$ cat src/rtl/clk_gen_pkg.sv
// ---------------------------------------------------------------------------
// clk_gen_pkg : shared types, defaults and half-period helper for clock gen
// Revision    : 1.0
// ---------------------------------------------------------------------------
`default_nettype none

package clk_gen_pkg;

  localparam int unsigned DEF_DIV_W     = 32;
  localparam int unsigned DEF_BASE_HALF = 50_000_000;

  typedef enum logic [1:0] {
    ST_IDLE = 2'd0,
    ST_RUN  = 2'd1,
    ST_PARK = 2'd2
  } state_e;

  // Half-period length base >> sh, never below one cycle.
  function automatic logic [63:0] half_len(input logic [63:0] base,
                                           input int unsigned sh,
                                           input int unsigned div_w);
    logic [63:0] l;
    l = 64'd1;
    if ((sh < div_w) && (sh < 32'd64)) begin
      l = base >> sh;
      if (l == 64'd0) l = 64'd1;
    end
    return l;
  endfunction

endpackage

`default_nettype wire

$ cat src/rtl/clk_gen_channel.sv
// ---------------------------------------------------------------------------
// clk_gen_channel : one divided-clock / tick channel with glitch-free rate change
// Revision        : 1.0
// ---------------------------------------------------------------------------
`default_nettype none

module clk_gen_channel
  import clk_gen_pkg::*;
#(
  parameter int unsigned DIV_W     = DEF_DIV_W,
  parameter int unsigned SEL_W     = 3,
  parameter int unsigned BASE_HALF = DEF_BASE_HALF,
  parameter logic        IDLE_LVL  = 1'b1
) (
  input  logic             clk,
  input  logic             rst_n,
  input  logic             en,
  input  logic             hold,
  input  logic [SEL_W-1:0] sel,
  output logic             sclk,
  output logic             tick,
  output logic             busy
);

  state_e             state_q, state_d;
  logic [DIV_W-1:0]   count_q, count_d;
  logic [SEL_W-1:0]   sel_q, sel_d;
  logic               sclk_q, sclk_d;
  logic               tick_q, tick_d;
  logic               busy_q, busy_d;

  logic [DIV_W-1:0]   len;
  logic [DIV_W-1:0]   last;
  logic               at_last;

  always_comb begin
    len     = DIV_W'(half_len(64'(BASE_HALF), 32'(sel_q), DIV_W));
    last    = len - DIV_W'(1);
    // >= rather than == so a shorter L after reload still terminates
    at_last = (count_q >= last);
  end

  always_comb begin
    state_d = state_q;
    count_d = count_q;
    sel_d   = sel_q;
    sclk_d  = sclk_q;
    tick_d  = 1'b0;

    case (state_q)
      ST_IDLE: begin
        count_d = '0;
        sclk_d  = IDLE_LVL;
        sel_d   = sel;
        if (en) state_d = ST_RUN;
      end

      ST_RUN: begin
        if (!hold && at_last) begin
          sclk_d  = ~sclk_q;
          count_d = '0;
          sel_d   = sel;
          tick_d  = (sclk_q != IDLE_LVL);
          if (!en) state_d = (sclk_d == IDLE_LVL) ? ST_IDLE : ST_PARK;
        end else begin
          if (!hold) count_d = count_q + DIV_W'(1);
          if (!en) begin
            if (sclk_q == IDLE_LVL) begin
              state_d = ST_IDLE;
              count_d = '0;
            end else begin
              state_d = ST_PARK;
            end
          end
        end
      end

      ST_PARK: begin
        if (!hold) begin
          if (at_last) begin
            sclk_d  = ~sclk_q;
            count_d = '0;
            tick_d  = 1'b1;
            state_d = ST_IDLE;
          end else begin
            count_d = count_q + DIV_W'(1);
          end
        end
      end

      default: state_d = ST_IDLE;
    endcase

    busy_d = (state_d != ST_IDLE);
  end

  always_ff @(posedge clk) begin
    if (!rst_n) begin
      state_q <= ST_IDLE;
      count_q <= '0;
      sel_q   <= '0;
      sclk_q  <= IDLE_LVL;
      tick_q  <= 1'b0;
      busy_q  <= 1'b0;
    end else begin
      state_q <= state_d;
      count_q <= count_d;
      sel_q   <= sel_d;
      sclk_q  <= sclk_d;
      tick_q  <= tick_d;
      busy_q  <= busy_d;
    end
  end

  assign sclk = sclk_q;
  assign tick = tick_q;
  assign busy = busy_q;

endmodule

`default_nettype wire

$ cat src/rtl/programmable_clock_gen.sv
// ---------------------------------------------------------------------------
// programmable_clock_gen : multi-channel programmable clock and tick generator
// Revision               : 1.0
// ---------------------------------------------------------------------------
`default_nettype none

module programmable_clock_gen
  import clk_gen_pkg::*;
#(
  parameter int unsigned CHANNELS  = 2,
  parameter int unsigned DIV_W     = DEF_DIV_W,
  parameter int unsigned SEL_W     = 3,
  parameter int unsigned BASE_HALF = DEF_BASE_HALF,
  parameter logic        IDLE_LVL  = 1'b1
) (
  input  logic                      CLK,
  input  logic                      RST_N,
  input  logic [CHANNELS-1:0]       EN,
  input  logic                      HOLD,
  input  logic [CHANNELS*SEL_W-1:0] SEL,
  output logic [CHANNELS-1:0]       SCLK,
  output logic [CHANNELS-1:0]       TICK,
  output logic [CHANNELS-1:0]       BUSY
);

  for (genvar i = 0; i < CHANNELS; i++) begin : g_ch
    clk_gen_channel #(
      .DIV_W     (DIV_W),
      .SEL_W     (SEL_W),
      .BASE_HALF (BASE_HALF),
      .IDLE_LVL  (IDLE_LVL)
    ) u_ch (
      .clk   (CLK),
      .rst_n (RST_N),
      .en    (EN[i]),
      .hold  (HOLD),
      .sel   (SEL[i*SEL_W +: SEL_W]),
      .sclk  (SCLK[i]),
      .tick  (TICK[i]),
      .busy  (BUSY[i])
    );
  end

endmodule

`default_nettype wire

$ cat config.mk
export PLATFORM = sky130hd
export DESIGN_NAME = programmable_clock_gen
export DESIGN_NICKNAME = d
export VERILOG_FILES = /design/src/rtl/clk_gen_pkg.sv /design/src/rtl/clk_gen_channel.sv /design/src/rtl/programmable_clock_gen.sv
export SDC_FILE = /design/constraint.sdc
export NUM_CORES = 1
export LEC_CHECK = 0
export CAP_MARGIN = 20
export CORE_ASPECT_RATIO = 0.9
export CORE_UTILIZATION = 49
export CTS_CLUSTER_SIZE = 8
export DETAILED_ROUTE_END_ITERATION = 10
export PLACE_DENSITY = 0.64
export SETUP_SLACK_MARGIN = 0.1
export SLEW_MARGIN = 30
export SYNTH_ARGS = -nofsm -noshare
export SYNTH_HDL_FRONTEND = slang
export SYNTH_SLANG_ARGS = --single-unit
$ cat constraint.sdc
create_clock -name CLK -period 5.1 [get_ports CLK]
set_clock_uncertainty 0.15 [all_clocks]
set_input_delay 1.02 -clock CLK [delete_from_list [all_inputs] [get_ports CLK]]
set_output_delay 1.02 -clock CLK [all_outputs]
set_load 0.02 [all_outputs]
==> impl_metrics.yaml, run 1 <==
global_routing:
  antenna_violations_before_repair: 0
  globalRouteOverflowTotal: 0
  grt_pass1_wl_mm: 24.9
  grt_max_degree: 24
  track_usage_pct: 25.9
  number_of_global_route_vias_before_repair: 5122
synthesis:
  yosysWarnings: 0
  nets_in_the_synthesized_netlist: 822
  synth-async-reset-ratio_pct: 0
  yosys_register_bits: 80
  synth-edff-count: 0
  synth_area_um2: 5800
  synth_cell_types: 66
  synth_ff_type: "sky130_fd_sc_hd__dfxtp_1"
  synth_top_cell_by_area: "sky130_fd_sc_hd__dfxtp_1"
  synthCells: 747
  synth.top_cells.by_area: "sky130_fd_sc_hd__dfxtp_1 28%, sky130_fd_sc_hd__ha_1 14%, sky130_fd_sc_hd__nand2_1 6.5%"
  avgSynthCellArea_um2: 7.77
  synth_top_area_share_pct: 27.6
  synth-seq-area-share_pct: 27.6
sta:
  finalWorstSetupSlack_ns: 0.716
  tightest_slew_ns: 0.958
  min_period_over_period_pct: 86.0
  slew_headroom_pct: 35.6
  tns_ns: 0
  final_hold_viol_count: 0
  fmaxAchievable_mhz: 228
  drv_slew: 0
  post-route-min-period_ns: 4.38
  grt_setup_unrepaired: "no"
  finalSetupViolations: 0
clock_network:
  tritoncts_clock_tree: "done"
  later_pin_clock_latency_in_the_skew_report_ns: 0.34
  cts_max_path_buffers: 2
  cts_root_buf: "sky130_fd_sc_hd__clkbuf_16"
  ctsHtreeMaxLevel: 3
  cts.repair_timing.setup_buffer_count: 0
  cts_resized: 0
  cts_buffers: 9
  reg_clk_slew_reported_paths_ns: 0.06
  hold_buffers: 0
  clkSinkCount: 80
place:
  placement.setup.worst_slack_ns: 0.766
  dp.cells: 892
  hpwlAfterDp_mm: 11.4
  gp_congestion: 0.864
  buffer_ports.inserted: 16
  placed_cell_area_um2: 6040
routing:
  finalWirelength_mm: 15.2
  drt_first_pass_iters: 6
  antenna_left: 0
  drc: 0
  drt-vias-per-instance: 6.18
  first_iter_violations: 469
  vias: 5607
  avgRoutedWirePerCell_um: 16.8
outcome:
  run_status: "completed"
worst_hold_path:
  min-delay-path-class: "register to register"
cells_and_area:
  area.growth.synth_to_final_pct: 9.49
  final_cell_count_no_fill: 907
  final_cell_area_um2: 6350
  layout.filler_cells: 1145
  final_layout_size_suffix_gt1_share_pct: 6.26
  insertedDiodeCount: 0
  nNetsFinal: 822
flow_run:
  maxCapViolations: 0
die:
  floorplan.die.width_um: 117
  initial_core_utilization_pct: 50.5
  dieHeight_um: 105
  boundaryPins: 17
  floorplan.rows: 37
  floorplan.die_area_um2: 12300
  core_area_um2: 11500
critical_path:
  crit_type: "register to register"
  cp-end-kind: "register"
  critPathLaunchType: "register"
  crit_family: "compound AO/OA/AOI/OAI gates"
  worstPathRequired_ns: 5.18
  cp_data_arrival_time_ns: 4.46
  cp_common_cell: "sky130_fd_sc_hd__ha_1"
  timing.critical_path.buf_inv: 1
  timing.critical_path.cells: "clkinv_1, nor2_1, nand2_1, ha_1, nand2b_1, a21boi_0, a31oi_1, ha_1, nand4_1, or4b_1, a31oi_4, o31a_2, o21bai_1, a211oi_1, o2bb2a_1"
  largest_stage_delay_on_the_critical_path_ns: 0.55
  worst-path-max-fanout: 23
  crit_path_max_delay_cell_type: "sky130_fd_sc_hd__dfxtp_1"
pwr:
  combPwrFrac_pct: 14.1
  total_power_mw: 1.54
  power_report.internal_total_mw: 1.14
  pwr-share-seq_pct: 42.3
  power.clock.fraction_pct: 43.6
  power_density_nw_per_um2: 243
  power.ir.vdd_worst_mv: 0.171
  p_leak_nw: 2.59
  netSwitchingFraction_pct: 25.8
  net_load_switching_power_mw: 0.399
## flip-flops by register name (all words and copies together), names as in the netlist
name and count:
g_ch.u_ch.busy 2, g_ch.u_ch.count_q 64, g_ch.u_ch.sclk 2, g_ch.u_ch.sel_q 6, g_ch.u_ch.state_q 4, g_ch.u_ch.tick 2
## power groups by stage
stage | clock network [mW] | registers, mW | logic, mW
2_1_floorplan | 0 | 0.655 | 0.167
5_1_grt | 0.715 | 0.655 | 0.246
3_5_place_dp | 0 | 0.666 | 0.214
3_3_place_gp | 0 | 0.666 | 0.208
6_report | 0.673 | 0.653 | 0.218
4_1_cts | 0.692 | 0.652 | 0.216
## final cells by class
type	count	area, um^2	area share, %
Tap cell	156	195	3.07
Clock inverter	4	70.1	1.10
Clock buffer	11	233	3.66
Inverter	32	120	1.89
Timing Repair Buffer	25	228	3.59
Multi-Input combinational cell	599	3900	61.5
Sequential cell	80	1600	25.2
## routing by layer
metal	vias up	global-route usage, %	routed length [um]
met5	-	0	0
met4	0	8.23	231
met3	25	4.60	1180
met2	223	38.1	6450
met1	2616	38.1	7370
li1	2743	-	-
## worst reg2reg max path: cells and delay by family (launching register included)
family / cells / cell delay, ns
simple gates: 5 / 1.06
flops: 1 / 0.55
buf+inv: 1 / 0.30
compound gates: 7 / 1.59
fa+ha+maj: 2 / 0.62
## cells in the mapped netlist (all sizes together) (2+ instances only)
library cell and instances:
and4 4, and3 20, inv 30, dfxtp 80, nor3 11, mux2 4
nand2 101, o31ai 6, nand3 32, xnor2 3, ha 64, o21ai 62
clkbuf 20, a211oi 3, nor2b 3, a21o 4, a41oi 6, nor2 54
o22ai 3, xor2 4, a31oi 36, nor4 9, nand2b 14, and2 17
nor3b 2, mux2i 18, o221ai 2, or4 3, a2111oi 4, clkinv 2
or2 4, nand4 25, a21oi 47, o21a 5, a32oi 5, o21bai 3
nand3b 2, buf 16, a22o 2, o2111ai 3
## path summary, 6_finish.rpt
| check | start | to | slack, ns | cells past startpoint |
|---|---|---|---|---|
| max | g_ch[1].u_ch.sel_q[2] | g_ch[1].u_ch.count_q[9] | 0.72 | 15 |
| min | g_ch[1].u_ch.count_q[31] | g_ch[1].u_ch.count_q[31] | 0.28 | 2 |
| max reg2reg | g_ch[1].u_ch.sel_q[2] | g_ch[1].u_ch.count_q[9] | 0.72 | 15 |
| min reg2reg | g_ch[1].u_ch.count_q[31] | g_ch[1].u_ch.count_q[31] | 0.28 | 2 |
## logic make-up (layout without fill, tap and decap cells)
family                   count (synthesis)  in the layout  share of synthesized area (%)
buffers and inverters                   68             72                           5.18
adder cells (fa/ha/maj)                 64             64                           13.8
XOR/XNOR                                 7              7                           1.06
multiplexers                            22             22                           3.88
flip-flops                              80             80                           27.6
AND/OR/NAND/NOR                        305            305                           26.3
AO/OA/AOI/OAI                          201            201                           22.2
## placed cells by master, fill, tap and decap left out, types with 3 or more instances in the layout
cell type / instances
sky130_fd_sc_hd__nand2_1: 101
sky130_fd_sc_hd__dfxtp_1: 80
sky130_fd_sc_hd__ha_1: 64
sky130_fd_sc_hd__o21ai_0: 54
sky130_fd_sc_hd__nor2_1: 53
sky130_fd_sc_hd__a21oi_1: 47
sky130_fd_sc_hd__a31oi_1: 34
sky130_fd_sc_hd__nand3_1: 32
sky130_fd_sc_hd__inv_1: 30
sky130_fd_sc_hd__nand4_1: 25
sky130_fd_sc_hd__and3_1: 19
sky130_fd_sc_hd__mux2i_1: 18
sky130_fd_sc_hd__and2_1: 17
sky130_fd_sc_hd__clkdlybuf4s50_1: 16
sky130_fd_sc_hd__nand2b_1: 14
sky130_fd_sc_hd__nor3_1: 11
sky130_fd_sc_hd__clkbuf_16: 9
sky130_fd_sc_hd__buf_4: 9
sky130_fd_sc_hd__nor4_1: 8
sky130_fd_sc_hd__a41oi_1: 6
sky130_fd_sc_hd__a32oi_1: 5
sky130_fd_sc_hd__o21a_1: 5
sky130_fd_sc_hd__o21ai_1: 5
sky130_fd_sc_hd__o31ai_1: 5
sky130_fd_sc_hd__a21o_1: 4
sky130_fd_sc_hd__xor2_1: 4
sky130_fd_sc_hd__or2_2: 4
sky130_fd_sc_hd__and4_1: 4
sky130_fd_sc_hd__mux2_2: 4
sky130_fd_sc_hd__xnor2_1: 3
sky130_fd_sc_hd__a211oi_1: 3
sky130_fd_sc_hd__nor2b_1: 3
sky130_fd_sc_hd__a2111oi_2: 3
sky130_fd_sc_hd__o21ai_2: 3
sky130_fd_sc_hd__o2111ai_1: 3
sky130_fd_sc_hd__o22ai_1: 3
sky130_fd_sc_hd__o21bai_1: 3
## through the flow
step	hold WS [ns]	util [%]
after CTS	0.281	55.3
final	0.278	55.3
after global placement	0.266	52.6
after global routing	0.301	55.3
after detailed placement	0.274	52.6
after floorplan	0.258	-
Power figures use the tool's default switching activity.
==> inputs of run 2 (changes only) <==
MAX_ROUTING_LAYER = met4   (was not set)
==> run 2 against run 1 <==
  * Via count down 0.82%
  * Setup slack worse by 0.070 ns
  * Clock-buffer cell count up 2
  * Critical path type unchanged
  * Largest power group is now sequential cells
==> impl_metrics.yaml, run 2 (synthesized netlist as in run 1, its figures left out) <==
routing:
  avgRoutedWirePerCell_um: 16.9
  drt-vias-per-instance: 6.12
  finalWirelength_mm: 15.3
  antenna_left: 0
  drc: 0
  drt_first_pass_iters: 5
  first_iter_violations: 503
  vias: 5561
cells_and_area:
  reg.largest.list: "g_ch.u_ch.count_q x64, g_ch.u_ch.sel_q x6, g_ch.u_ch.state_q x4"
  area.growth.synth_to_final_pct: 8.89
  most-common-layout-cells: "101 x sky130_fd_sc_hd__nand2_1, 80 x sky130_fd_sc_hd__dfxtp_1, 64 x sky130_fd_sc_hd__ha_1"
  layout_commonest_cell: "sky130_fd_sc_hd__nand2_1"
  registers.top_by_ff_count: "g_ch.u_ch.count_q"
  final_layout_size_suffix_gt1_share_pct: 6.25
  nNetsFinal: 822
  insertedDiodeCount: 0
  largest_reg_flops: 64
global_routing:
  antenna_violations_before_repair: 0
  number_of_global_route_vias_before_repair: 5125
  grt_pass1_wl_mm: 25.6
  grt_max_degree: 24
  globalRouteOverflowTotal: 0
  track_usage_pct: 27.6
die:
  floorplan.rows: 37
  floorplan.die.width_um: 117
  core_area_um2: 11500
  dieHeight_um: 105
  initial_core_utilization_pct: 50.5
  floorplan.die_area_um2: 12300
  boundaryPins: 17
worst_hold_path:
  hold_path_startpoint: "g_ch[1].u_ch.count_q[31]"
  min-delay-path-class: "register to register"
  whs_endpoint: "g_ch[1].u_ch.count_q[31]"
  whs_path_depth: 2
clock_network:
  hold_buffers: 0
  cts.repair_timing.setup_buffer_count: 0
  clkSinkCount: 80
  tritoncts_clock_tree: "done"
  ctsHtreeMaxLevel: 3
  cts_max_path_buffers: 2
  cts_buffers: 9
  later_pin_clock_latency_in_the_skew_report_ns: 0.35
  cts_root_buf: "sky130_fd_sc_hd__clkbuf_16"
  reg_clk_slew_reported_paths_ns: 0.06
  cts_resized: 0
sta:
  grt_setup_unrepaired: "no"
  finalWorstSetupSlack_ns: 0.646
  min_period_over_period_pct: 87.3
  post-route-min-period_ns: 4.45
  fmaxAchievable_mhz: 225
  finalHoldWorstSlack_ns: 0.278
  tightest_slew_ns: 0.878
  final_hold_viol_count: 0
  finalSetupViolations: 0
  drv_slew: 0
  slew_headroom_pct: 40.9
  tns_ns: 0
critical_path:
  endpoint_of_the_most_critical_register_to_register_path: "g_ch[1].u_ch.count_q[9]"
  crit_family: "compound AO/OA/AOI/OAI gates"
  worstPathRequired_ns: 5.19
  timing.reg2reg.setup_slack_ns: 0.65
  cp_common_cell: "sky130_fd_sc_hd__ha_1"
  largest_stage_delay_on_the_critical_path_ns: 0.58
  worst-path-max-fanout: 23
  timing.critical_path.cells: "clkinv_1, nor2_1, nand2_1, ha_1, nand2b_1, a21boi_0, a31oi_1, ha_1, nand4_1, or4b_1, a31oi_4, o31a_2, o21bai_1, a211oi_1, o2bb2a_1"
  cp-end-kind: "register"
  cp_data_arrival_time_ns: 4.54
  reg2regPathDepth: 15
  timing.rr.start: "g_ch[1].u_ch.sel_q[2]"
  crit_path_max_delay_cell_type: "sky130_fd_sc_hd__dfxtp_1"
  timing.critical_path.buf_inv: 1
  critPathLaunchType: "register"
  crit_type: "register to register"
flow_run:
  maxCapViolations: 0
place:
  placement.setup.worst_slack_ns: 0.730
  hpwlAfterDp_mm: 11.6
  buffer_ports.inserted: 16
  gp_congestion: 0.879
outcome:
  run_status: "completed"
pwr:
  power.ir.vdd_worst_mv: 0.160
  p_leak_nw: 2.57
  power_density_nw_per_um2: 233
==> run 2: cell count changes in the layout (fill, tap and decap cells not counted), sizes merged <==
cell,change
clkbuf,+2
bufinv,-2
clkinvlp,+1
==> run 2: how the worst max path moves through the flow <==
stage,to,depth (start not counted),slack (ns),from
after floorplan,g_ch[0].u_ch.busy,14,1.50,g_ch[0].u_ch.sel_q[2]
final,g_ch[1].u_ch.count_q[9],15,0.65,g_ch[1].u_ch.sel_q[2]
after detailed placement,g_ch[1].u_ch.count_q[9],15,0.73,g_ch[1].u_ch.sel_q[2]
after global routing,g_ch[1].u_ch.count_q[9],15,0.39,g_ch[1].u_ch.sel_q[2]
after CTS,g_ch[1].u_ch.count_q[9],15,0.71,g_ch[1].u_ch.sel_q[2]
after global placement,g_ch[1].u_ch.count_q[9],15,0.84,g_ch[1].u_ch.sel_q[2]
==> run 2: worst register-to-register path, cell delays in order, from the launching register on <==
cell and delay [ns]:
sky130_fd_sc_hd__dfxtp_1 0.58, sky130_fd_sc_hd__clkinv_1 0.32, sky130_fd_sc_hd__nor2_1 0.22, sky130_fd_sc_hd__nand2_1 0.09, sky130_fd_sc_hd__ha_1 0.29, sky130_fd_sc_hd__nand2b_1 0.18
sky130_fd_sc_hd__a21boi_0 0.19, sky130_fd_sc_hd__a31oi_1 0.07, sky130_fd_sc_hd__ha_1 0.32, sky130_fd_sc_hd__nand4_1 0.07, sky130_fd_sc_hd__or4b_1 0.53, sky130_fd_sc_hd__a31oi_4 0.27
sky130_fd_sc_hd__o31a_2 0.48, sky130_fd_sc_hd__o21bai_1 0.20, sky130_fd_sc_hd__a211oi_1 0.07, sky130_fd_sc_hd__o2bb2a_1 0.30
==> run 2: cell type report <==
| type | count | area, um^2 |
|---|---|---|
| clock buffer | 13 | 250 |
| clock inverter | 3 | 17.5 |
| fill | 1126 | 5160 |
| multi-input combinational | 599 | 3900 |
| sequential | 80 | 1600 |
| tap | 156 | 195 |
| timing repair buffer | 25 | 228 |
| inverter | 32 | 120 |
==> run 2: routing by layer <==
metal,GRT usage (%),vias up,part of all wire (%)
met1,39.8,2621,50
met4,9.22,0,1.6
met5,-,-,0
met3,4.54,21,5.7
li1,-,2753,-
met2,38.8,166,43
==> run 2: stage by stage <==
stage,utilization (%),instance area [um^2],total power [mW],cells
2_1_floorplan,-,5800,0.822,747
3_3_place_gp,52.6,6040,0.873,892
3_5_place_dp,52.6,6040,0.880,892
4_1_cts,55.0,6310,1.49,908
5_1_grt,55.0,6320,1.54,908
6_report,55.0,6320,1.47,908
==> run 2: report_power, final <==
group	internal, mW	switching (mW)
Sequential	0.635	0.0184
Combinational	0.0856	0.131
Clock	0.342	0.258
Total	1.06	0.408
==> inputs of run 3 (changes only) <==
CORE_ASPECT_RATIO = not set   (was 0.9)
SYNTH_HIERARCHICAL = 1   (was not set)
==> run 3 against run 2 <==
  * Sequential power is essentially flat
  * Synthesized area grew 1.2%
  * Global-route usage grew 1.4 points
  * Critical endpoint is now g_ch[1].u_ch/count_q[16]
==> impl_metrics.yaml, run 3 <==
cells_and_area:
  registers.top_by_ff_count: "g_ch.u_ch/count_q"
  final_cell_area_um2: 6510
  post-route-util_pct: 56.3
  layout_commonest_cell: "sky130_fd_sc_hd__nand2_1"
  final_cell_count_no_fill: 922
  largest_reg_flops: 64
  area.growth.synth_to_final_pct: 10.9
  nNetsFinal: 847
  reg.largest.list: "g_ch.u_ch/count_q x64, g_ch.u_ch/sel_q x6, g_ch.u_ch/state_q x4"
  final_layout_size_suffix_gt1_share_pct: 6.68
  most-common-layout-cells: "110 x sky130_fd_sc_hd__nand2_1, 80 x sky130_fd_sc_hd__dfxtp_1, 68 x sky130_fd_sc_hd__a21oi_1"
  insertedDiodeCount: 0
die:
  core_area_um2: 11600
  initial_core_utilization_pct: 50.8
  floorplan.die.width_um: 111
  floorplan.rows: 39
  boundaryPins: 17
  dieHeight_um: 111
  floorplan.die_area_um2: 12400
clock_network:
  cts.repair_timing.setup_buffer_count: 0
  hold_buffers: 0
  cts_resized: 0
  later_pin_clock_latency_in_the_skew_report_ns: 0.35
  ctsHtreeMaxLevel: 3
  tritoncts_clock_tree: "done"
  clkSinkCount: 80
  reg_clk_slew_reported_paths_ns: 0.07
  cts_root_buf: "sky130_fd_sc_hd__clkbuf_16"
  cts_buffers: 9
  cts_max_path_buffers: 2
global_routing:
  number_of_global_route_vias_before_repair: 5435
  antenna_violations_before_repair: 0
  grt_pass1_wl_mm: 27.9
  globalRouteOverflowTotal: 0
  track_usage_pct: 29.0
  grt_max_degree: 30
place:
  dp.cells: 906
  placed_cell_area_um2: 6170
  buffer_ports.inserted: 16
  hpwlAfterDp_mm: 12.7
  gp_congestion: 0.990
  placement.setup.worst_slack_ns: 1.04
synthesis:
  synth-async-reset-ratio_pct: 0
  synthCells: 763
  synth-edff-count: 0
  avgSynthCellArea_um2: 7.69
  synth_ff_type: "sky130_fd_sc_hd__dfxtp_1"
  yosys_register_bits: 80
  synth_top_cell_by_area: "sky130_fd_sc_hd__dfxtp_1"
  nets_in_the_synthesized_netlist: 836
  synth_cell_types: 70
  yosysWarnings: 6
  synth.top_cells.by_area: "sky130_fd_sc_hd__dfxtp_1 27%, sky130_fd_sc_hd__ha_1 13%, sky130_fd_sc_hd__nand2_1 7.0%"
  synthTopCellsByCount: "110 x sky130_fd_sc_hd__nand2_1, 80 x sky130_fd_sc_hd__dfxtp_1, 68 x sky130_fd_sc_hd__a21oi_1, 62 x sky130_fd_sc_hd__ha_1, 48 x sky130_fd_sc_hd__nor2_1"
  synth_top_area_share_pct: 27.3
  count_leader_synth: "sky130_fd_sc_hd__nand2_1"
  synth_area_um2: 5870
  synth-seq-area-share_pct: 27.3
sta:
  post-route-min-period_ns: 3.85
  min_period_over_period_pct: 75.5
  finalSetupViolations: 0
  final_hold_viol_count: 0
  drv_slew: 0
  slew_headroom_pct: 36.5
  grt_setup_unrepaired: "no"
  finalWorstSetupSlack_ns: 1.25
  finalHoldWorstSlack_ns: 0.280
  fmaxAchievable_mhz: 260
  tns_ns: 0
  tightest_slew_ns: 0.947
pwr:
  power.ir.vdd_worst_mv: 0.210
  power_density_nw_per_um2: 257
  total_power_mw: 1.67
  p_leak_nw: 2.51
routing:
  antenna_left: 0
  finalWirelength_mm: 16.8
  avgRoutedWirePerCell_um: 18.2
  drt-vias-per-instance: 6.43
  drt_first_pass_iters: 6
  drc: 0
  first_iter_violations: 601
  vias: 5927
critical_path:
  critPathLaunchType: "register"
  cp-end-kind: "register"
  worstPathRequired_ns: 5.20
  cp_data_arrival_time_ns: 3.95
  largest_stage_delay_on_the_critical_path_ns: 0.75
  crit_type: "register to register"
  timing.critical_path.cells: "inv_1, a21oi_1, inv_1, nand2_1, ha_1, a211oi_1, nor3_1, a211oi_2, nand3_1, o21ai_2, nand2_1, o41ai_1"
  worst-path-max-fanout: 17
  crit_family: "compound AO/OA/AOI/OAI gates"
  timing.critical_path.buf_inv: 2
  crit_path_max_delay_cell_type: "sky130_fd_sc_hd__o21ai_2"
flow_run:
  maxCapViolations: 0
outcome:
  run_status: "completed"
worst_hold_path:
  min-delay-path-class: "register to register"
-- run 3: worst paths after layout --
kind	end	start	slack (ns)	cells past startpoint
setup / recovery	g_ch[1].u_ch/count_q[16]	g_ch[1].u_ch/sel_q[0]	1.25	12
hold / removal	g_ch[0].u_ch/count_q[29]	g_ch[0].u_ch/count_q[29]	0.28	2
setup reg to reg	g_ch[1].u_ch/count_q[16]	g_ch[1].u_ch/sel_q[0]	1.25	12
hold reg to reg	g_ch[0].u_ch/count_q[29]	g_ch[0].u_ch/count_q[29]	0.28	2
-- run 3: where the power goes --
| part | internal, mW | total, mW | switching (mW) | leakage (nW) |
|---|---|---|---|---|
| Sequential | 0.636 | 0.652 | 0.0161 | 0.647 |
| Clock | 0.444 | 0.720 | 0.276 | 0.159 |
| Combinational | 0.104 | 0.299 | 0.194 | 1.71 |
| Total | 1.18 | 1.67 | 0.486 | 2.51 |
-- run 3: cell type report --
class | instances | area [um^2]
Clock buffer | 10 | 239
Clock inverter | 6 | 90.1
Sequential cell | 80 | 1600
Inverter | 38 | 143
Multi-Input combinational cell | 618 | 4010
Fill cell | 1085 | 5060
Tap cell | 143 | 179
Timing Repair Buffer | 27 | 243
-- run 3: cells by family (layout without fill, tap and decap cells) --
group	after synthesis	count (layout)	share of synthesized area [%]
AO/OA/AOI/OAI	220	220	24.9
flip-flops	80	80	27.3
buffers and inverters	65	81	4.65
AND/OR/NAND/NOR	318	318	26.9
adder cells (fa/ha/maj)	62	62	13.2
XOR/XNOR	2	2	0.298
multiplexers	16	16	2.75
-- run 3: tightest hold or removal path, cell delays in order, from the launching register on --
cell and delay [ns]:
sky130_fd_sc_hd__dfxtp_1 0.31, sky130_fd_sc_hd__nand2_1 0.05, sky130_fd_sc_hd__nor2_1 0.03
-- run 3: routing by layer --
layer	GRT usage (%)	routed length (um)	vias up
li1	-	-	2879
met1	42.1	8180	2778
met2	40.9	7020	250
met3	3.81	1350	20
met4	10.0	235	0
met5	-	0	-
